**config.mk**
```make
export PLATFORM = sky130hd
export DESIGN_NAME = ls_chain_engine
export DESIGN_NICKNAME = d
export VERILOG_FILES = /design/src/rtl/ls_chain_engine.sv
export SDC_FILE = /design/constraint.sdc
export NUM_CORES = 2
export LEC_CHECK = 0
export BUFFER_PORTS_ARGS = -buffer_cell sky130_fd_sc_hd__clkbuf_2
export CAP_MARGIN = 20
export CORE_AREA = 4 4 250 436
export CTS_CLUSTER_SIZE = 20
export DETAILED_ROUTE_END_ITERATION = 16
export DIE_AREA = 0 0 254 440
export MAX_ROUTING_LAYER = met4
export PLACE_DENSITY = 0.73
export SLEW_MARGIN = 40
export SYNTH_ARGS = -nofsm -noshare
export SYNTH_HDL_FRONTEND = slang
export SYNTH_SLANG_ARGS = --single-unit
export TNS_END_PERCENT = 100
```
**constraint.sdc**
```tcl
create_clock -name clk -period 35.9 [get_ports clk]
set_input_delay 5.385 -clock clk [delete_from_list [all_inputs] [get_ports clk]]
set_output_delay 5.385 -clock clk [all_outputs]
set_load 0.05 [all_outputs]
```
**src/rtl/ls_chain_engine.sv**
```systemverilog
// Streaming latin-square chain engine: folds NSYM symbols through a writable
// quasigroup table, emitting each chain value and the final digest.
module ls_chain_engine #(
    parameter  int SYMW  = 4,
    parameter  int NSYM  = 16,
    localparam int LSLEN = 1 << SYMW,
    localparam int CNTW  = $clog2(NSYM + 1)
) (
    input  logic            clk,
    input  logic            rstn,
    input  logic            tbl_we,
    input  logic [SYMW-1:0] tbl_row,
    input  logic [SYMW-1:0] tbl_col,
    input  logic [SYMW-1:0] tbl_data,
    input  logic            start,
    input  logic            mode,
    input  logic [SYMW-1:0] seed,
    input  logic            abort,
    input  logic            in_valid,
    input  logic [SYMW-1:0] in_sym,
    output logic            in_ready,
    output logic            out_valid,
    output logic [SYMW-1:0] out_data,
    output logic            out_last,
    input  logic            out_ready,
    output logic            busy,
    output logic            done,
    output logic [SYMW-1:0] digest
);

    typedef enum logic [1:0] {IDLE, RUN, DRAIN} state_t;

    state_t          state, state_nx;
    logic [SYMW-1:0] tbl [LSLEN][LSLEN];
    logic            mode_q;
    logic [SYMW-1:0] acc;
    logic [CNTW-1:0] count;
    logic [SYMW-1:0] f_val;
    logic            accept;
    logic            out_hs;
    logic            fin;
    logic            at_last;

    assign busy     = (state != IDLE);
    assign in_ready = (state == RUN) && (!out_valid || out_ready);
    assign accept   = in_valid && in_ready && !abort;
    assign out_hs   = out_valid && out_ready;
    assign fin      = (state == DRAIN) && out_hs && out_last && !abort;
    assign at_last  = (count == CNTW'(NSYM - 1));

    // mode 0 uses the symbol as row, mode 1 uses the accumulator as row
    assign f_val = mode_q ? tbl[acc][in_sym] : tbl[in_sym][acc];

    always_ff @(posedge clk or posedge rstn) begin
        if (rstn) begin
            for (int r = 0; r < LSLEN; r++) begin
                for (int c = 0; c < LSLEN; c++) begin
                    tbl[r][c] <= SYMW'((r + c) % LSLEN);
                end
            end
        end else if (tbl_we && state == IDLE && !start) begin
            tbl[tbl_row][tbl_col] <= tbl_data;
        end
    end

    always_ff @(posedge clk or posedge rstn) begin
        if (rstn) begin
            state <= IDLE;
        end else begin
            state <= state_nx;
        end
    end

    always_comb begin
        state_nx = state;
        unique case (state)
            IDLE: begin
                if (start) state_nx = RUN;
            end
            RUN: begin
                if (abort) state_nx = IDLE;
                else if (accept && at_last) state_nx = DRAIN;
            end
            DRAIN: begin
                if (abort || fin) state_nx = IDLE;
            end
            default: state_nx = IDLE;
        endcase
    end

    always_ff @(posedge clk or posedge rstn) begin
        if (rstn) begin
            mode_q    <= 1'b0;
            acc       <= '0;
            count     <= '0;
            out_valid <= 1'b0;
            out_data  <= '0;
            out_last  <= 1'b0;
            done      <= 1'b0;
            digest    <= '0;
        end else begin
            done <= fin;
            if (state == IDLE && start) begin
                mode_q <= mode;
                acc    <= seed;
                count  <= '0;
            end
            // abort wins over a same-cycle acceptance
            if (busy && abort) begin
                out_valid <= 1'b0;
                out_last  <= 1'b0;
                count     <= '0;
            end else if (accept) begin
                acc       <= f_val;
                out_data  <= f_val;
                out_valid <= 1'b1;
                out_last  <= at_last;
                count     <= count + CNTW'(1);
            end else if (out_hs) begin
                out_valid <= 1'b0;
                out_last  <= 1'b0;
            end
            if (fin) digest <= acc;
        end
    end

endmodule

```
==> run summary <==
Total power = 2820 µW
HPWL Detailed = 128 mm
Buf+Inv Stages, Crit Path = 2
Clock share of power = 37.4%
Vias in the first global route = 40447
Tcrit/Tclk final = 32.3%
CTS resizes = 0
Dpl cells = 5321
Crit path DAT = 6.20 ns
Post-synthesis register bit count = 1047
Relative max-transition margin = 31.0%
CP max stage cell = clkbuf_2
Worst-path maximum fanout = 3
Gp weighted congestion = 1.01
Fin nets = 4091
CP Data Required Time = 30.51 ns
Syn Nets = 4224
Syn Inst Count = 4194
Reg2Reg Depth = 10
Drt total wl = 188 mm
Tightest Pin Transition = 1.03 ns
Synth Cell Area = 57700 µm²
Via count = 39018
Setup Fix Bufs, Post-CTS = 0
Synth Area per Inst = 13.8 µm²
Core ar. = 106000 µm²
# port buffers = 40
CTS tree = done
Static leakage = 0.0265 µW
CP Cell Sequence = clkbuf_2 -> nor2b_1 -> nor3b_1 -> clkbuf_2
Most used cell, CP = clkbuf_2
Post-Layout Cell Count = 5507
Finished Cell Area = 62300 µm²
Crit path from = out_ready
DRC = 0
Comb pwr share = 18.5%
Hold/Removal Path Class = flip-flop to flip-flop
Final hold vios = 0
Die area = 112000 µm²
Net Switching = 846 µW
Gr usage total = 34.4%
Cts hold-fix bufs = 0
Die height = 440 µm
DR WL/cell = 34.1 µm
I/O pins = 41
Initial DRC Count = 4179
Initial core utilization = 54.7%
Register area share after synthesis = 46.5%
CP endpoint kind = output port
Clk_skew = 0.0256 ns
Max Clk Rate = 86.3 MHz
Synth Flop Type = dfrtp_1
Initial antenna violation count = 7
First-pass GRT wire length = 274 mm
Setup CP Type = input port to output port
Layout cells sized above 1 = 53.8%
Hold_sp = count[4]$_DFFE_PP0P_
CP Depth = 4
Final worst path period need = 11.59 ns
Post-DP Area = 59000 µm²
PwrDens = 45.3 nW/µm²
Post-synth top area share = 23.3%
Row Count = 158
Total negative setup slack = 0 ns
Synth area leaders = dfstp_2 23%, dfrtp_1 23%, mux2_2 20%
VDD IR-drop max = 0.0378 mV
Hold path depth = 2
1st-pass router iterations = 8
CP top delay family = buffers and inverters
MaxCap Viol Count = 0
Die Wd = 254 µm
Fin util = 59.0%
Post-route ant nets = 0
Asr flop ratio synth = 100%
Most frequent cells in the layout = 1035 x mux2_2, 532 x dfrtp_1, 512 x dfstp_2
Largest net degree at the start of global routing = 152
Sequential power share = 44.2%
H-Tree Depth = 3
Longest Clk Path Bufs = 3
Unrepaired setup endpoints after global routing = no
Root Buffer Master = clkbuf_16
Most common cell after layout, fill and taps aside = mux2_2
Area delta synth->final = 7.93%
Slew Limit Fails = 0
Switching Share = 30.0%
R2R Path Start = acc[1]$_DFF_PP0_
Post-synth EDFFs = 0
Fillers = 8186
Synth area leader = dfstp_2
GRT overflow = 0
Clock latency at the later pin of the worst-skew pair = 0.71 ns
Status = finished clean
Number of distinct library cells after synthesis = 76
Startpoint types = input port
Clk pin slew, worst setup/hold paths = 0.06 ns
Slowest cell delay on critical path = 0.34 ns
Sink Count = 1047
Int Power = 1980 µW
Synth warn = 0
Final setup viols = 0
TritonCTS Buffers = 94
Via-per-instance ratio = 7.09
## sequential cells by signal (all words and copies together), names as in the netlist
register / count
count: 5
out_data: 4
state: 2
digest: 4
done: 1
out_last: 1
tbl: 1024
acc: 4
out_valid: 1
mode_q: 1
## per-layer routing
layer	vias up	part of all wire (%)	wire [µm]	GRT usage, %
met5	-	0	0	-
met1	20332	34	63200	37.8
met2	2137	48	90100	54.0
met4	0	11	20100	28.5
met3	782	7.7	14500	6.65
li1	15767	-	-	-
## per-stage QoR
step | hold slack, ns | setup slack [ns]
finish | 0.478 | 24.31
global route | 0.498 | 24.25
CTS | 0.485 | 24.33
detailed placement | 0.469 | 24.33
global placement | 0.462 | 24.35
floorplan | 0.450 | 1.89
## area by class of cell
class                           count  area [µm²]  area share (%)
Clock inverter                     31         355           0.570
Timing Repair Buffer              129        1260            2.03
Tap cell                         1360        1700            2.73
Inverter                            9        48.8          0.0783
Multi-Input combinational cell   2780       29300            47.0
Clock buffer                      145        2800            4.49
Sequential cell                  1047       26800            43.1
Antenna cell                        6        15.0          0.0241
## worst paths after layout
path | to | slack, ns
worst max register to register | acc[2]$_DFF_PP0_ | 30.71
worst min-delay path | count[4]$_DFFE_PP0P_ | 0.48
worst min register to register | count[4]$_DFFE_PP0P_ | 0.48
worst max-delay path | in_ready | 24.31
max in group asynchronous | tbl[590]$_DFFE_PP0P_ | 28.43
min in group asynchronous | tbl[569]$_DFFE_PP0P_ | 4.73
## kinds of logic (layout without fill, tap and decap cells)
group | after synthesis | count (layout) | synth area share (%)
AOI/OAI and AO/OA | 387 | 387 | 4.91
xor gates and xnor gates | 1 | 1 | 0.0152
adders and majority gates | 2 | 2 | 0.0433
buffers and inverters | 367 | 314 | 3.14
DFF | 1047 | 1047 | 46.5
muxes | 1763 | 1763 | 40.2
other | 0 | 6 | 0
and+or+nand+nor | 627 | 627 | 5.17
## cell usage after synthesis, types with 22 or more instances
master / count
a211oi_1: 22
a21oi_1: 25
a22oi_1: 164
buf_2: 85
buf_4: 31
buf_6: 22
clkbuf_1: 200
dfrtp_1: 535
dfstp_2: 512
mux2_2: 1035
mux2i_1: 385
mux4_2: 343
nand2_1: 266
nand3_1: 30
nand4_1: 42
nor2_1: 146
nor2b_1: 26
nor3_1: 32
o21ai_0: 22
o22ai_1: 40
## power by group through the flow
stage                     clock network (µW)  registers, µW  logic, µW
after floorplan                            0           1250        355
after global placement                     0           1260        500
after detailed placement                   0           1260        508
after CTS                               1070           1250        509
after global routing                    1110           1250        537
final                                   1050           1250        522
## worst reg2reg max path, delay by kind of cell (launching register included)
| family | cells | cell delay (ns) |
|---|---|---|
| simple gates | 1 | 0.16 |
| flops | 1 | 0.96 |
| compound gates | 4 | 1.30 |
| buf+inv | 3 | 1.91 |
| mux | 2 | 0.73 |
No activity file was read; power rests on OpenSTA's default activity.
